<file path="src/rtl/codec_cfg_seq.sv">
// Power-up configuration sequencer for a WM8731-class codec: walks a fixed
// register table through an external I2C write engine, then enables capture.
module codec_cfg_seq #(
  parameter logic [6:0] DEV_ADDR     = 7'h1A,
  parameter int         PWR_WAIT     = 50000,
  parameter int         GAP_WAIT     = 500,
  parameter int         DONE_TIMEOUT = 100000,
  parameter int         MAX_RETRY    = 3
) (
  input  logic        clk_50m,
  input  logic        rst,
  input  logic        i_start,
  output logic        o_wr_req,
  output logic [6:0]  o_wr_dev,
  output logic [15:0] o_wr_data,
  input  logic        i_wr_ack,
  input  logic        i_wr_done,
  input  logic        i_wr_err,
  output logic        o_cfg_busy,
  output logic        o_cfg_done,
  output logic        o_cfg_err,
  output logic        o_rx_en,
  output logic [3:0]  o_reg_idx
);
  localparam int CNT_A   = (PWR_WAIT > DONE_TIMEOUT) ? PWR_WAIT : DONE_TIMEOUT;
  localparam int CNT_MAX = (CNT_A > GAP_WAIT) ? CNT_A : GAP_WAIT;
  localparam int CW      = $clog2(CNT_MAX + 1);
  localparam int RW      = $clog2(MAX_RETRY + 1);

  typedef enum logic [2:0] {S_PWR, S_ISSUE, S_WAIT, S_GAP, S_DONE, S_ERR} state_e;

  state_e        state_q, state_d;
  logic [CW-1:0] cnt_q, cnt_d;
  logic [RW-1:0] retry_q, retry_d;
  logic [3:0]    idx_q, idx_d;
  logic          req_q, busy_q, done_q, err_q;
  logic [15:0]   data_q;
  logic          fin, fail;

  function automatic logic [15:0] tbl(input logic [3:0] i);
    case (i)
      4'd0:    tbl = 16'h1E00;
      4'd1:    tbl = 16'h0017;
      4'd2:    tbl = 16'h0217;
      4'd3:    tbl = 16'h0812;
      4'd4:    tbl = 16'h0A00;
      4'd5:    tbl = 16'h0C00;
      4'd6:    tbl = 16'h0E42;
      4'd7:    tbl = 16'h1000;
      4'd8:    tbl = 16'h1201;
      default: tbl = 16'h0000;
    endcase
  endfunction

  always_comb begin
    state_d = state_q;
    cnt_d   = cnt_q;
    retry_d = retry_q;
    idx_d   = idx_q;
    fin     = 1'b0;
    fail    = 1'b0;
    case (state_q)
      S_PWR:
        if (cnt_q == CW'(PWR_WAIT - 1)) begin state_d = S_ISSUE; cnt_d = '0; end
        else cnt_d = cnt_q + 1'b1;
      S_ISSUE:
        if (i_wr_ack) begin
          state_d = S_WAIT;
          cnt_d   = '0;
          // a done arriving together with the ack resolves the write right away
          if (i_wr_done) begin fin = 1'b1; fail = i_wr_err; end
        end
      S_WAIT:
        if (i_wr_done) begin fin = 1'b1; fail = i_wr_err; end
        else if (cnt_q == CW'(DONE_TIMEOUT - 1)) begin fin = 1'b1; fail = 1'b1; end
        else cnt_d = cnt_q + 1'b1;
      S_GAP:
        if (cnt_q == CW'(GAP_WAIT - 1)) begin state_d = S_ISSUE; cnt_d = '0; end
        else cnt_d = cnt_q + 1'b1;
      S_DONE, S_ERR:
        if (i_start) begin
          state_d = S_PWR;
          cnt_d   = '0;
          idx_d   = '0;
          retry_d = '0;
        end
      default: state_d = S_PWR;
    endcase
    if (fin) begin
      cnt_d = '0;
      if (!fail) begin
        retry_d = '0;
        if (idx_q == 4'd8) state_d = S_DONE;
        else begin idx_d = idx_q + 4'd1; state_d = S_GAP; end
      end else begin
        retry_d = retry_q + 1'b1;
        state_d = (retry_d == RW'(MAX_RETRY)) ? S_ERR : S_GAP;
      end
    end
  end

  // outputs are registered from next state so they line up with state_q
  always_ff @(posedge clk_50m or posedge rst) begin
    if (rst) begin
      state_q <= S_PWR;
      cnt_q   <= '0;
      retry_q <= '0;
      idx_q   <= '0;
      req_q   <= 1'b0;
      busy_q  <= 1'b0;
      done_q  <= 1'b0;
      err_q   <= 1'b0;
      data_q  <= '0;
    end else begin
      state_q <= state_d;
      cnt_q   <= cnt_d;
      retry_q <= retry_d;
      idx_q   <= idx_d;
      req_q   <= (state_d == S_ISSUE);
      busy_q  <= !(state_d == S_DONE || state_d == S_ERR);
      done_q  <= (state_d == S_DONE);
      err_q   <= (state_d == S_ERR);
      data_q  <= tbl(idx_d);
    end
  end

  assign o_wr_req   = req_q;
  assign o_wr_dev   = DEV_ADDR;
  assign o_wr_data  = data_q;
  assign o_cfg_busy = busy_q;
  assign o_cfg_done = done_q;
  assign o_cfg_err  = err_q;
  assign o_rx_en    = done_q;
  assign o_reg_idx  = idx_q;
endmodule
</file>
<file path="config.mk">
export PLATFORM = sky130hd
export DESIGN_NAME = codec_cfg_seq
export DESIGN_NICKNAME = d
export VERILOG_FILES = /design/src/rtl/codec_cfg_seq.sv
export SDC_FILE = /design/constraint.sdc
export NUM_CORES = 1
export LEC_CHECK = 0
export BUFFER_PORTS_ARGS = -buffer_cell sky130_fd_sc_hd__buf_2
export CORE_UTILIZATION = 45
export CTS_BUF_LIST = sky130_fd_sc_hd__clkbuf_4
export DETAILED_ROUTE_END_ITERATION = 8
export PLACE_DENSITY = 0.68
export SYNTH_ARGS = -nofsm -noshare
export SYNTH_HDL_FRONTEND = slang
export SYNTH_SLANG_ARGS = --single-unit
</file>
<file path="constraint.sdc">
create_clock -name clk_50m -period 2.11 [get_ports clk_50m]
set_input_delay 0.211 -clock clk_50m [delete_from_list [all_inputs] [get_ports clk_50m]]
set_output_delay 0.211 -clock clk_50m [all_outputs]
set_load 0.005 [all_outputs]
</file>
==> results.cfg <==
[status]
status = finished, violations left
violations = negative setup slack

[cts]
numCtsBuffers = 5
path_clk_slew_ps = 130
cts-root-buf = clkbuf_4
numClockSinks = 39
cts_buffer_depth = 2
clock_latency_ps = 370
htreeDepth = 2
cts_tree = built

[worst_setup_path]
path_max_fanout = 4
critical_path_class = reg -> reg
cp.arrival_ps = 2540
crit_slowest_cell = dfrtp_1
max_stage_delay_ps = 450
r2r_slack_ps = -130
crit_chain = nand2b_4 > a211o_1 > or3_4 > mux2i_4 > inv_2 > ha_4 > inv_2 > or2_0 > mux2i_1
cp-end-kind = flip-flop
cp_common_cell = inv_2
crit_required_ps = 2410
startpoint_type = flip-flop

[synthesis]
yosysTopAreaCellShare = 0.408
ys_seq_elements = 39
synth-edff-count = 0
synth_common_cells = 39 x dfrtp_1, 20 x inv_1, 19 x nor2_1
syn_inst = 256
synth.avg_cell_area_um2 = 9.34
yosysTopAreaCell = dfrtp_1
ys.flop_type = dfrtp_1
ys_types = 51
ys_seq_area_frac = 0.408
async_reset_ff_frac = 1.00
synthTopCellsByArea = dfrtp_1 41%, buf_4 5.3%, ha_1 4.2%, a22o_1 3.3%, inv_1 3.1%
synth_area_um2 = 2390
yosysWarnings = 0
yosysMostFrequentCell = dfrtp_1

[placed_design]
port_buffers = 23
dp.cells = 389
gp_congestion = 0.819
dp_hpwl_um = 3730

[floorplan]
core-area_um2 = 5110
start_util = 0.468
die-width_um = 74.9
dieArea_um2 = 5610
die_h_um = 74.9
io_pins = 38
rows = 26

[final_layout]
fin_cells = 408
area_growth_pct = 33.5
drive_gt1_frac = 0.382
nNetsFinal = 351
diodes = 0
fillers = 437

[pwr]
cellPowerDensity_nw_per_um2 = 1200
p_leak_nw = 1.57
peakVddDrop_v = 0.000683

[detailed_routing]
vias = 2115
routed_wl_um = 5570
via_per_inst = 5.18
first_pass_iters = 4
drcViolationCount = 0
drt_iter0_markers = 214
wl_per_cell_um = 13.7
antenna_left = 0

[global_route]
overflow = 0
grt_pass1_vias = 1894
track_usage = 0.208
antenna_found_initial = 0
grt_pass1_wl_um = 8750
grt_max_degree = 40

[timing]
slew_violations = 0
finalCritPeriodShare = 1.06
hold_ws_ps = 200
clock.fmax_mhz = 447
timing.final.ws_setup_ps = -130
period_minus_slack_ps = 2240
finalSetupTns_ps = -1450
finalSetupViolations = 19
hold_violations = 0
skew_ps = 8.76
rsz0062_at_grt = yes

[flow_run]
drv_cap = 0

[worst_hold_path]
hold_path.class = in -> reg
## cell families (layout without fill, tap and decap cells)
logic type	Yosys count	in the layout	share of synthesized area
and+or+nand+nor	99	99	0.228
DFF	39	39	0.408
adders and majority gates	8	8	0.0419
other	2	14	0.00314
xor gates and xnor gates	2	2	0.00733
buffers and inverters	44	113	0.106
muxes	8	8	0.0387
AOI/OAI and AO/OA	54	55	0.166
## through the flow
stage	util	cell area, um^2	worst slack, ps	total power [mW]
2_1_floorplan	-	2450	-111	2.22
3_3_place_gp	0.562	2870	-123	2.90
3_5_place_dp	0.562	2870	-195	2.93
4_1_cts	0.591	3020	-108	3.53
5_1_grt	0.625	3190	-249	4.13
6_report	0.625	3190	-130	3.83
## path summary, 6_finish.rpt
kind	start	endpoint	cells after the start
max	state_q[0]	o_wr_data[9]	9
max in group asynchronous	rst	cnt_q[16]	4
min	i_start	o_cfg_busy	3
max reg2reg	state_q[0]	o_wr_data[9]	9
min in group asynchronous	rst	o_wr_data[4]	4
min reg2reg	retry_q[1]	retry_q[1]	2
## cell usage in the layout (no fill, tap or decap), types with 3 or more instances in the layout
cell / n
nand2_1: 16
ha_1: 5
mux2i_1: 6
conb_1: 14
nand3b_1: 3
and3b_1: 3
and2_1: 3
nor2_1: 16
buf_6: 8
a22o_1: 9
nand4_1: 5
a21oi_1: 8
dfrtp_1: 38
buf_2: 23
nand2b_1: 5
buf_4: 53
inv_1: 18
clkbuf_4: 5
a21o_1: 5
nand3_1: 13
nor3_1: 7
o21ai_0: 10
## registers in the layout (all words and copies together) (netlist names)
register    cells
o_wr_req        1
o_wr_data       9
cnt_q          17
o_reg_idx       4
o_cfg_busy      1
state_q         3
o_cfg_done      1
retry_q         2
o_cfg_err       1
## final cells by class
class,instances,area [um^2],share of cell area
flip-flops and latches,39,977,0.306
clock buffers,5,37.5,0.0118
repair buffers,85,613,0.192
inverters,20,75.1,0.0235
clock inverters,3,25.0,0.00784
multi-input cells,186,1380,0.431
well taps,70,87.6,0.0275
## per-layer routing
| metal | up-vias | GRT usage | wire length, um |
|---|---|---|---|
| li1 | 1037 | - | - |
| met1 | 1018 | 0.288 | 2610 |
| met2 | 54 | 0.319 | 2620 |
| met3 | 6 | 0.0428 | 270 |
| met4 | 0 | 0.0797 | 71 |
| met5 | - | 0 | 0 |
## critical path: cells and delay by family, from the launching register on
kind | cells | cell delay (ps)
AOI/OAI and AO/OA | 1 | 320
adders and majority gates | 1 | 150
buffers and inverters | 2 | 130
DFF | 1 | 450
muxes | 2 | 350
and+or+nand+nor | 3 | 780
## power by group
group	total (mW)	switching (mW)	leakage, nW	internal (mW)
Combinational	2.42	1.20	1.03	1.22
Sequential	0.996	0.0839	0.509	0.912
Clock	0.419	0.285	0.0314	0.134
Total	3.83	1.57	1.57	2.27
## what timing repair did
| item | in CTS | in global routing |
|---|---|---|
| gates cloned | 1 | 1 |
| setup buffers | 3 | 5 |
| gates resized for setup | 10 | 35 |
| pin swaps | 10 | 16 |
| hold buffers | 1 | 0 |
| endpoints found under the setup margin | 23 | 23 |
| hold endpoints to repair | 39 | 0 |
Power figures use the tool's default switching activity.
